**src/rtl/shift_feeder_if.sv**
```systemverilog
// Load-side handshake for the serial shift feeder.
// The master offers a word; the feeder (slave) reports when it can accept.
interface shift_feeder_if #(
    parameter int WIDTH = 8
);
    logic             load_valid;
    logic             load_ready;
    logic [WIDTH-1:0] load_data;
    logic             load_dir;

    modport master (
        output load_valid,
        output load_data,
        output load_dir,
        input  load_ready
    );

    modport slave (
        input  load_valid,
        input  load_data,
        input  load_dir,
        output load_ready
    );
endinterface

```
**src/rtl/shift_feeder.sv**
```systemverilog
// Serialises a parallel word into sl/sr/din strobes for a downstream
// left/right shift register, one bit per strobe, with stall support.
module shift_feeder #(
    parameter int WIDTH = 8,
    parameter int CNT_W = 4
) (
    input  logic           clk,
    input  logic           reset,
    shift_feeder_if.slave  ld,
    input  logic           hold,
    output logic           sl,
    output logic           sr,
    output logic           din,
    output logic           busy,
    output logic           done
);
    localparam int IW = $clog2(WIDTH);

    typedef enum logic [1:0] {
        IDLE  = 2'd0,
        SHIFT = 2'd1,
        DONE  = 2'd2
    } state_t;

    state_t           state;
    logic [CNT_W-1:0] cnt;
    logic [WIDTH-1:0] word;
    logic             dir;
    logic [IW-1:0]    idx;

    // MSB first when shifting left, LSB first when shifting right,
    // so the downstream register ends up holding the word unchanged.
    always_comb begin
        idx = '0;
        if (dir)
            idx = cnt[IW-1:0];
        else
            idx = IW'(WIDTH - 1) - cnt[IW-1:0];
    end

    assign ld.load_ready = (state == IDLE) && reset;

    always_ff @(posedge clk or negedge reset) begin
        if (!reset) begin
            state <= IDLE;
            cnt   <= '0;
            word  <= '0;
            dir   <= 1'b0;
            sl    <= 1'b0;
            sr    <= 1'b0;
            din   <= 1'b0;
            busy  <= 1'b0;
            done  <= 1'b0;
        end else begin
            unique case (state)
                IDLE: begin
                    sl   <= 1'b0;
                    sr   <= 1'b0;
                    done <= 1'b0;
                    if (ld.load_valid) begin
                        word  <= ld.load_data;
                        dir   <= ld.load_dir;
                        state <= SHIFT;
                        busy  <= 1'b1;
                        if (!hold) begin
                            sl  <= ~ld.load_dir;
                            sr  <= ld.load_dir;
                            din <= ld.load_dir ? ld.load_data[0]
                                               : ld.load_data[WIDTH-1];
                            cnt <= CNT_W'(1);
                        end else begin
                            cnt <= '0;
                        end
                    end
                end
                SHIFT: begin
                    if (cnt == CNT_W'(WIDTH)) begin
                        sl    <= 1'b0;
                        sr    <= 1'b0;
                        done  <= 1'b1;
                        state <= DONE;
                    end else if (hold) begin
                        sl <= 1'b0;
                        sr <= 1'b0;
                    end else begin
                        sl  <= ~dir;
                        sr  <= dir;
                        din <= word[idx];
                        cnt <= cnt + CNT_W'(1);
                    end
                end
                DONE: begin
                    done  <= 1'b0;
                    busy  <= 1'b0;
                    cnt   <= '0;
                    state <= IDLE;
                end
                default: begin
                    state <= IDLE;
                    sl    <= 1'b0;
                    sr    <= 1'b0;
                    busy  <= 1'b0;
                    done  <= 1'b0;
                end
            endcase
        end
    end
endmodule

```
**src/flat_wrapper.sv**
```systemverilog
// flat-port wrapper written by rule: the top's interface ports become plain ports
module shift_feeder_flat 
#(
    parameter int WIDTH = 8,
    parameter int CNT_W = 4
)
  (clk, reset, hold, sl, sr, din, busy, done, ld_load_valid, ld_load_data, ld_load_dir, ld_load_ready);
  shift_feeder_if #(.WIDTH(WIDTH)) ld_i ();
  input  logic clk;
  input  logic reset;
  input  logic hold;
  output logic sl;
  output logic sr;
  output logic din;
  output logic busy;
  output logic done;
  input wire logic [$bits(ld_i.load_valid)-1:0] ld_load_valid;
  input wire logic [$bits(ld_i.load_data)-1:0] ld_load_data;
  input wire logic [$bits(ld_i.load_dir)-1:0] ld_load_dir;
  output wire logic [$bits(ld_i.load_ready)-1:0] ld_load_ready;
  assign ld_i.load_valid = ld_load_valid;
  assign ld_i.load_data = ld_load_data;
  assign ld_i.load_dir = ld_load_dir;
  assign ld_load_ready = ld_i.load_ready;
  shift_feeder #(.WIDTH(WIDTH), .CNT_W(CNT_W)) u_core (.clk(clk), .reset(reset), .ld(ld_i), .hold(hold), .sl(sl), .sr(sr), .din(din), .busy(busy), .done(done));
endmodule
```
**config.mk**
```make
export PLATFORM = sky130hd
export DESIGN_NAME = shift_feeder_flat
export DESIGN_NICKNAME = d
export VERILOG_FILES = /design/src/rtl/shift_feeder_if.sv /design/src/rtl/shift_feeder.sv /design/src/flat_wrapper.sv
export SDC_FILE = /design/constraint.sdc
export NUM_CORES = 1
export LEC_CHECK = 0
export CORE_UTILIZATION = 45
export CTS_CLUSTER_SIZE = 12
export DETAILED_ROUTE_END_ITERATION = 12
export PLACE_DENSITY = 0.72
export SLEW_MARGIN = 10
export SYNTH_ARGS = -nofsm -noshare
export SYNTH_HDL_FRONTEND = slang
export SYNTH_SLANG_ARGS = --single-unit
```
**constraint.sdc**
```tcl
create_clock -name clk -period 1.5 [get_ports clk]
set_input_delay 0.15 -clock clk [delete_from_list [all_inputs] [get_ports clk]]
set_output_delay 0.15 -clock clk [all_outputs]
set_load 0.005 [all_outputs]
```
==> results.md <==
- Final Slew Violations: 0
- Fraction of registers with async set/reset: 1.00
- Power spent charging and discharging nets: 1110 uW
- Half-perimeter wire length of the detailed placement result: 1.86 mm
- Compound-gate portion of the synthesized area: 0.149
- Worst-path cell with the longest stage delay: dfrtp_2
- CTS tree: done
- Count of pins on the block boundary: 19
- Die Area: 2770 um^2
- CTS buffer count: 3
- Total non-filler cell area in the finished layout: around 1500 um^2
- Clock network latency to the later pin of the worst-skew pair: around 0.30 ns
- Summed instance area of the synthesized netlist: between 1000 and 1500 um^2
- Parity-gate share of the synthesized area counting xor and xnor cells: 0
- Slew margin rel.: 0.796
- Clock H-tree levels: 1
- Post-CTS clock slew at the launch and capture registers of the worst setup and hold paths: about 0.11 ns
- Synth unique cells: 30
- Width of the die: approximately 53 um
- Data arrival time of the critical path: roughly 1.7 ns
- Mux contribution to synthesized area: 0.174
- Post-route fraction of the period consumed by the critical path: 1.01
- Vias in the first global route: between 900 and 1000
- Highest routing layer actually used: met4
- Maximum capacitance violations: 0
- Routed Antenna Nets: 0
- Total wirelength of the detailed-routed design: about 2.4 mm
- Minimum clock period: roughly 1.5 ns
- Count of port buffers added during placement: 18
- Status: finished, violations left
- Total of warnings raised by yosys: 0
- Met2 wire length: about 1.2 mm
- Worst Path Class, Setup: reg -> reg
- Worst hold path class: in -> async
- Clk sinks: 20
- Number of standard cells after synthesis: 111
- Share of synthesized area occupied by flip-flops and latches: 0.434
- Detailed-routing iteration count for the pre-antenna-repair pass: 4
- Minimum setup slack in the final design: -0.0175 ns
- Total nets after synthesis: between 100 and 150
- Leading cell type in the layout, fill and taps excluded: dfrtp_1
- Simple logic cell fraction of the synthesized area: 0.123
- Synth-to-layout area growth: 32.7%
- Dominant combinational cell family by area after synthesis: multiplexers
- P_int: approximately 1800 uW
- Switching part of the total: 0.381
- RSZ-0062 raised after global routing: yes
- Total power draw: ~2900 uW
- Layout cells sized above 1: 0.324
- Maximum number of pins on one net before global-route repair: 21
- Number of buffers inserted for hold repair after clock tree synthesis: 0
- Number of antenna violations at the first check in global routing: 0
- CP Max Fanout: 6
- Synthesized flop and latch total: 20
- IR Drop Worst-Case VDD: 0.00120 V
- Cell area power density: about 1900 nW/um^2
- Fin Clk Skew: 0.00582 ns
- Final TNS setup: -0.0175 ns
- Total routing resource utilization after global routing: 0.199
- Post-Route M1 WL: around 1.1 mm
- Most used flip-flop cell after synthesis: dfrtp_1
- Met3 WL: about 100 um
- Deepest clock path buffer count: 2
- Post-DR wirelength/cell: approximately 14 um
- Total number of nets in the final design: between 150 and 200
- Initial core utilization: 0.497
- Std-Cell Core Area: around 2300 um^2
- # DRC: 0
- Util after Layout: 0.659
- Violations in the final reports: setup timing
- GRT overflow: 0
- Final-report hold violation count: 0
- Number of placement rows: 17
- Number of flops mapped to enable cells by yosys: 0
- Vias: ~970
- Layout filler cell count: around 190
- Via density: 5.58
- Commonest non-fill, non-tap cells in the layout: dfrtp_1 (19), clkdlybuf4s50_1 (17), buf_4 (15)
- Average instance area after synthesis: around 10 um^2
- Comb power frac: 0.583
- Worst slack, placed: -0.0221 ns
- Transition time at the pin with the least slew margin: between 0.3 and 0.4 ns
- Die height: between 50 and 60 um
- Clock group share of total power: 0.087
- Endpoint required time on the critical path: around 1.7 ns
- Highest clock frequency the design can meet: approximately 660 MHz
- Cell area after placement: around 1500 um^2
- Cell-by-cell trace of the critical path: buf_6 > mux2_4 > a21oi_2 > a21oi_1 > o22ai_1 > a31oi_1
- Routability-driven placement congestion ratio: 0.840
- Antenna cell count: 0
- Root buffer cell: clkbuf_4
- Arithmetic-cell share of the synthesized area counting full adders, half adders and majority gates: 0.0869
- Leakage power figure: 0.000673 uW
- Global-route wire length before repair: around 3.9 mm
- Sequential share of power: 0.329
- Final setup fails: 1
- Max incr delay on CP: between 0.4 and 0.5 ns
- Count of routing violations after the opening detailed-route iteration: 17
- Launching element type of the critical path: flop
- Endpoint type of the worst setup path: flop
[synthesized netlist by cell type, drive strengths merged, types with 2 or more instances]
cell type,instances,area (um^2)
a21oi,7,35.0
a22o,2,17.5
a31oi,2,12.5
buf,2,16.3
dfrtp,20,500
ha,8,100
inv,5,18.8
mux2,13,150
mux2i,5,50.1
nand2,9,33.8
nand2b,3,18.8
nand3,2,10.0
nor2,9,33.8
nor2b,2,12.5
o21ai,7,38.8
o22ai,4,25.0
[cell families (layout without fill, tap and decap cells)]
family,count (synthesis),after routing
AOI/OAI and AO/OA,27,27
muxes,18,18
and+or+nand+nor,30,30
buffers and inverters,8,42
adders and majority gates,8,8
DFF,20,20
[final cells by class]
| cell class | count | area (um^2) | area share |
|---|---|---|---|
| tap | 28 | 35.0 | 0.0229 |
| clock buffer | 3 | 22.5 | 0.0147 |
| sequential | 20 | 502 | 0.328 |
| multi-input combinational | 83 | 647 | 0.423 |
| timing repair buffer | 34 | 304 | 0.199 |
| inverter | 5 | 18.8 | 0.0123 |
[path summary, 6_finish.rpt]
kind / from / to / slack [ns] / cells after the start
worst max-delay path: u_core.cnt[0] / u_core.din / -0.02 / 6
worst min-delay path: reset / u_core.cnt[0] / 0.22 / 2
worst max register to register: u_core.cnt[0] / u_core.din / -0.02 / 6
worst min register to register: u_core.cnt[3] / u_core.cnt[3] / 0.50 / 1
max in group asynchronous: reset / u_core.cnt[0] / 1.06 / 2
min in group clk: ld_load_data[3] / u_core.word[3] / 0.46 / 2
[stage by stage]
stage,hold WS [ns],cells
after detailed placement,0.481,168
after global routing,0.237,173
after global placement,0.485,168
final,0.220,173
after floorplan,-0.146,111
after CTS,0.239,172
[state kept, by name, indices dropped and copies added, names as in the netlist]
signal        count
u_core.word       8
u_core.cnt        4
u_core.state      2
u_core.busy       1
u_core.din        1
u_core.dir        1
u_core.done       1
u_core.sl         1
u_core.sr         1
[power groups by stage]
stage / registers (uW) / clock network [uW] / logic, uW
floorplan: 904 / 0 / 1070
global placement: 944 / 0 / 1540
detailed placement: 954 / 0 / 1580
CTS: 954 / 262 / 1680
global route: 980 / 282 / 1880
finish: 956 / 254 / 1700
[critical path: cells and delay by family (launching register included)]
| kind | cells | cell delay (ns) |
|---|---|---|
| compound gates | 4 | 0.49 |
| mux | 1 | 0.30 |
| flops | 1 | 0.47 |
| buf+inv | 1 | 0.14 |
[per-layer routing]
metal,GRT usage,vias to the layer above
met5,0,-
met4,0.0658,0
met3,0.0348,4
met2,0.352,26
met1,0.240,471
li1,-,464
[repair_timing]
item / in CTS / in global routing
setup buffers: 1 / 1
pin swaps: 3 / 1
setup endpoints to repair: 7 / 10
hold endpoints to repair: 0 / 0
resized for setup: 10 / 2
Note: power is estimated with default switching activity, not from simulation.
